<file path="src/rtl/ram_ctrl_pkg.sv">
// Shared definitions for the dual-port RAM access controller.
package ram_ctrl_pkg;

    localparam int unsigned ADDR_WIDTH = 5;
    localparam int unsigned DATA_WIDTH = 8;

    // Index of a write requester (0 = w0, 1 = w1).
    typedef logic req_idx_t;

    localparam req_idx_t RST_LAST = 1'b1;

endpackage

</file>
<file path="src/rtl/rr_arb2.sv">
// Two-way round-robin arbiter: grants are one-hot or zero, the pointer tracks the
// most recent winner so that the other requester wins the next tie.
module rr_arb2
    import ram_ctrl_pkg::*;
(
    input  logic       clk,
    input  logic       rst_n,
    input  logic [1:0] req,
    input  logic       gnt_en,
    output logic [1:0] gnt,
    output req_idx_t   last
);

    logic [1:0] w_gnt;
    req_idx_t   r_last;

    always_comb begin
        w_gnt = '0;
        if (gnt_en) begin
            case (req)
                2'b01:   w_gnt = 2'b01;
                2'b10:   w_gnt = 2'b10;
                2'b11:   w_gnt = (r_last == 1'b1) ? 2'b01 : 2'b10;
                default: w_gnt = '0;
            endcase
        end
    end

    always_ff @(posedge clk or negedge rst_n) begin
        if (!rst_n) begin
            r_last <= RST_LAST;
        end else if (|w_gnt) begin
            r_last <= w_gnt[1];
        end
    end

    assign gnt  = w_gnt;
    assign last = r_last;

endmodule

</file>
<file path="src/rtl/ram_2port_ctrl.sv">
// Access controller for a simple dual-port RAM: round-robin arbitration of two
// writers, pipelined synchronous reads, and a stall on same-address write/read.
module ram_2port_ctrl #(
    parameter int unsigned ADDR_WIDTH = ram_ctrl_pkg::ADDR_WIDTH,
    parameter int unsigned DATA_WIDTH = ram_ctrl_pkg::DATA_WIDTH,
    parameter int unsigned RD_LATENCY = 1
) (
    input  logic                  sys_clk,
    input  logic                  sys_rst_n,
    input  logic                  w0_req,
    input  logic [ADDR_WIDTH-1:0] w0_addr,
    input  logic [DATA_WIDTH-1:0] w0_data,
    output logic                  w0_gnt,
    input  logic                  w1_req,
    input  logic [ADDR_WIDTH-1:0] w1_addr,
    input  logic [DATA_WIDTH-1:0] w1_data,
    output logic                  w1_gnt,
    input  logic                  rd_req,
    input  logic [ADDR_WIDTH-1:0] rd_addr_in,
    output logic                  rd_ack,
    output logic                  rd_vld,
    output logic [DATA_WIDTH-1:0] rd_dout,
    output logic                  ram_wr_en,
    output logic [ADDR_WIDTH-1:0] ram_wr_addr,
    output logic [DATA_WIDTH-1:0] ram_wr_data,
    output logic [ADDR_WIDTH-1:0] ram_rd_addr,
    input  logic [DATA_WIDTH-1:0] ram_rd_data,
    output logic                  ram_rst
);

    import ram_ctrl_pkg::*;

    logic [1:0]            w_req;
    logic [1:0]            w_gnt;
    req_idx_t              w_last_unused;
    req_idx_t              w_wr_idx;
    logic                  w_wr_go;
    logic [ADDR_WIDTH-1:0] w_wr_addr;
    logic [DATA_WIDTH-1:0] w_wr_data;
    logic                  w_hazard;
    logic                  w_rd_ack;

    logic                  r_wr_en;
    logic [ADDR_WIDTH-1:0] r_wr_addr;
    logic [DATA_WIDTH-1:0] r_wr_data;
    logic [ADDR_WIDTH-1:0] r_rd_addr;
    logic [RD_LATENCY:0]   r_vld_pipe;
    logic                  r_rd_vld;
    logic [DATA_WIDTH-1:0] r_rd_dout;

    assign w_req = {w1_req, w0_req};

    rr_arb2 u_arb (
        .clk    (sys_clk),
        .rst_n  (sys_rst_n),
        .req    (w_req),
        .gnt_en (1'b1),
        .gnt    (w_gnt),
        .last   (w_last_unused)
    );

    assign w_wr_go   = |w_gnt;
    assign w_wr_idx  = w_gnt[1];
    assign w_wr_addr = w_wr_idx ? w1_addr : w0_addr;
    assign w_wr_data = w_wr_idx ? w1_data : w0_data;

    // A read of the address being written this cycle would hit the RAM on the
    // same edge as the write; hold it off so it observes the new data.
    assign w_hazard  = w_wr_go && (w_wr_addr == rd_addr_in);
    assign w_rd_ack  = rd_req && !w_hazard;

    always_ff @(posedge sys_clk or negedge sys_rst_n) begin
        if (!sys_rst_n) begin
            r_wr_en   <= 1'b0;
            r_wr_addr <= '0;
            r_wr_data <= '0;
        end else begin
            r_wr_en <= w_wr_go;
            if (w_wr_go) begin
                r_wr_addr <= w_wr_addr;
                r_wr_data <= w_wr_data;
            end
        end
    end

    // Stage RD_LATENCY lines up with the RAM output for the address issued
    // RD_LATENCY+1 edges earlier.
    always_ff @(posedge sys_clk or negedge sys_rst_n) begin
        if (!sys_rst_n) begin
            r_rd_addr  <= '0;
            r_vld_pipe <= '0;
            r_rd_vld   <= 1'b0;
            r_rd_dout  <= '0;
        end else begin
            if (w_rd_ack) begin
                r_rd_addr <= rd_addr_in;
            end
            r_vld_pipe <= {r_vld_pipe[RD_LATENCY-1:0], w_rd_ack};
            r_rd_vld   <= r_vld_pipe[RD_LATENCY];
            if (r_vld_pipe[RD_LATENCY]) begin
                r_rd_dout <= ram_rd_data;
            end
        end
    end

    assign w0_gnt      = w_gnt[0];
    assign w1_gnt      = w_gnt[1];
    assign rd_ack      = w_rd_ack;
    assign rd_vld      = r_rd_vld;
    assign rd_dout     = r_rd_dout;
    assign ram_wr_en   = r_wr_en;
    assign ram_wr_addr = r_wr_addr;
    assign ram_wr_data = r_wr_data;
    assign ram_rd_addr = r_rd_addr;
    assign ram_rst     = ~sys_rst_n;

endmodule
</file>
<file path="config.mk">
export PLATFORM = sky130hd
export DESIGN_NAME = ram_2port_ctrl
export DESIGN_NICKNAME = d
export VERILOG_FILES = /design/src/rtl/ram_ctrl_pkg.sv /design/src/rtl/rr_arb2.sv /design/src/rtl/ram_2port_ctrl.sv
export SDC_FILE = /design/constraint.sdc
export NUM_CORES = 1
export LEC_CHECK = 0
export ABC_AREA = 0
export BUFFER_PORTS_ARGS = -buffer_cell sky130_fd_sc_hd__buf_2
export CAP_MARGIN = 20
export CORE_AREA = 3 3 67 69
export DETAILED_ROUTE_END_ITERATION = 16
export DIE_AREA = 0 0 70 72
export PLACE_DENSITY_LB_ADDON = 0.05
export SYNTH_ARGS = -nofsm -noshare
export SYNTH_HDL_FRONTEND = slang
export SYNTH_SLANG_ARGS = --single-unit
</file>
<file path="constraint.sdc">
create_clock -name sys_clk -period 2.05 [get_ports sys_clk]
set_input_delay 0.41 -clock sys_clk [delete_from_list [all_inputs] [get_ports sys_clk]]
set_output_delay 0.41 -clock sys_clk [all_outputs]
set_load 0.01 [all_outputs]
</file>
==> impl_metrics.csv <==
group,metric,value,unit
status,outcome,"finished with violations",
status,violations,"setup timing",
clocking,htreeDepth,2,
synth,yosysTopAreaCell,"dfrtp_1",
drt,route.detailed.drc,0,
layout,nets,290,
setup_path,worst_ep_required_time,1640,ps
clocking,root_buffer,"clkbuf_8",
timing,final-setup-viol-count,6,
timing,final.setup.tns,-1400,ps
timing,fmax,397,MHz
setup_path,critPathTopFamily,"flip-flops",
synth,synthesis.nets,189,
die,die_h,72,um
drt,drt_iter0_markers,37,
clocking,clk_path_buf_depth,2,
timing,rsz0062_at_grt,"yes",
timing,period_needed,2520,ps
die,dieArea,5040,sq um
setup_path,path_cells,"a21bo_4, inv_6, buf_4, mux2i_2, xnor2_1, o41ai_4, inv_2, buf_6",
timing,slew_headroom,75.0,%
layout,antennaDiodeCount,0,
run,cap_violations,0,
layout,drive_above_1_share,54.3,%
clocking,clock-sinks,31,
timing,finalHoldViolations,0,
layout,fin_area,2320,sq um
drt,vias,1450,
synth,yosysSeqAreaShare,51.2,%
pwr,power_density,776,nW/um^2
setup_path,path_max_fanout,5,
timing,skew,4.09,ps
synth,postSynthAreaPerCell,10.5,sq um
placement,dp_hpwl,3100,um
global_route,grt_max_degree,32,
pwr,p_leak,1.17,nW
die,initial_utilization,38.2,%
global_route,first_global_vias,1409,
timing,drv_slew,0,
drt,wl_per_cell,13.5,um
pwr,vdd_drop_max,0.319,mV
layout,area_growth,52.9,%
setup_path,startpoint_type,"flop",
timing,whs,144,ps
synth,syn_area,1520,sq um
setup_path,slowest_stage,"dfstp_2",
die,fp.dieW,70,um
layout,fin_util,58.4,%
timing,min_period_over_period,123,%
worst_hold_path,hold_path_class,"in2async",
synth,syn_inst,145,
synth,synth_seq_cells,31,
global_route,antenna_found_initial,0,
setup_path,critPathCaptureType,"output port",
timing,worstMarginPinSlew,375,ps
clocking,cts_tree,"yes",
synth,synth.area.top_cells,"dfrtp_1 (49%), mux2_2 (5.9%), a31oi_1 (4.5%), inv_1 (4.5%), a21oi_1 (3.3%)",
layout,fillCellCount,361,
placement,portBuffers,75,
clocking,clkSlewWorstSetupHoldPaths,60,ps
die,core_area,3970,sq um
synth,yosysWarnings,0,
placement,placed_cell_area,2120,sq um
setup_path,cp_num_buf_inv,4,
synth,yosysUniqueCellTypes,31,
clocking,cts_made_buffers,5,
clocking,holdBufCountCts,0,
global_route,track_usage,16.8,%
global_route,grt_pass1_wl,6620,um
drt,viasPerCell,4.88,
drt,ant_nets,0,
clocking,clock_latency,280,ps
pwr,total_power,0.00180,W
drt,dr.pass1.iters,4,
setup_path,cp_data_arrival_time,2110,ps
synth,yosysTopAreaCellShare,49.5,%
die,ios,76,
setup_path,timing_worst_setup_path_type,"reg2out",
global_route,grt-ovfl-total,0,
die,rows,23,
setup_path,critPathMaxStageDelay,540,ps
timing,worst_slack,-469,ps
drt,wl,4020,um
placement,place.gp.congestion,0.905,
final timing paths:
| kind | cells after the start | slack [ps] | startpoint | endpoint |
|---|---|---|---|---|
| max | 8 | -470 | u_arb.last$_DFFE_PN1P_ | rd_ack |
| min | 2 | 140 | sys_rst_n | ram_wr_data[7]$_DFFE_PN0P_ |
| max reg2reg | 8 | -210 | u_arb.last$_DFFE_PN1P_ | ram_rd_addr[0]$_DFFE_PN0P_ |
| min reg2reg | 0 | 360 | r_vld_pipe[0]$_DFF_PN0_ | r_vld_pipe[1]$_DFF_PN0_ |
| max in group asynchronous | 2 | 1600 | sys_rst_n | u_arb.last$_DFFE_PN1P_ |
| min in group sys_clk | 2 | 360 | ram_rd_data[1] | rd_dout[1]$_DFFE_PN0P_ |
placed cells by master, fill, tap and decap left out, types with 4 or more instances in the layout:
master,n
nor2_1,13
nand2_1,10
a31oi_1,11
a21oi_1,10
dfrtp_1,30
mux2_2,8
o22ai_1,8
buf_4,26
buf_2,74
mux2_4,4
inv_1,17
clkbuf_8,6
cells by family (layout without fill, tap and decap cells):
logic type      after synthesis  after routing  synth area share (%)
compound gates               41             41                  21.8
xor+xnor                      3              3                  1.73
simple gates                 30             30                  8.49
buf+inv                      26            128                  6.60
mux                          14             14                  10.2
flops                        31             31                  51.2
power by group:
| group | internal (W) | total (W) | leakage (nW) | switching, W |
|---|---|---|---|---|
| Clock | 0.000393 | 0.000612 | 0.0612 | 0.000219 |
| Combinational | 0.000230 | 0.000459 | 0.753 | 0.000230 |
| Sequential | 0.000689 | 0.000730 | 0.356 | 0.0000410 |
sequential cells by signal, indices dropped and copies added, names as in the netlist:
name / count
ram_wr_addr: 5
ram_rd_addr: 5
u_arb.last: 1
r_vld_pipe: 2
rd_vld: 1
ram_wr_en: 1
rd_dout: 8
ram_wr_data: 8
final cells by class:
cell class	instances	area, sq um	area share, %
sequential	31	777	33.5
tap	50	62.6	2.70
multi-input combinational	88	711	30.6
inverter	19	76.3	3.29
clock inverter	2	35.0	1.51
timing repair buffer	101	577	24.9
clock buffer	6	82.6	3.56
Yosys cell counts (all sizes together):
| library cell | n |
|---|---|
| xor2 | 2 |
| inv | 19 |
| or2 | 1 |
| a221oi | 2 |
| xnor2 | 1 |
| o41ai | 1 |
| nor4 | 1 |
| nand2 | 10 |
| nand2b | 1 |
| a21o | 1 |
| o21ai | 2 |
| a31oi | 11 |
| dfrtp | 30 |
| a32oi | 1 |
| o22ai | 8 |
| a21bo | 1 |
| nor2 | 13 |
| nand3 | 1 |
| mux2i | 2 |
| or3 | 1 |
| mux2 | 12 |
| a311o | 1 |
| dfstp | 1 |
| a2111oi | 2 |
| clkbuf | 7 |
| o221ai | 1 |
| a21oi | 10 |
| nor2b | 2 |
per-stage QoR:
step,cells,worst slack (ps)
final,297,-469
after global routing,297,-582
after CTS,293,-468
after detailed placement,284,-353
after global placement,284,-288
after floorplan,145,-82.4
repair_timing:
action / CTS / global route
gates resized for setup: 1 / 7
pin swaps: 0 / 3
endpoints found under the setup margin: 6 / 6
buffers inserted: 1 / 5
hold endpoints to repair: 0 / 0
per-layer routing:
layer	GRT usage [%]	up-vias	share of wire, %
li1	-	709	-
met1	20.6	676	42
met3	6.79	6	7.6
met5	0	-	0
met2	26.5	59	49
met4	6.81	0	1.7
Power figures use the tool's default switching activity.
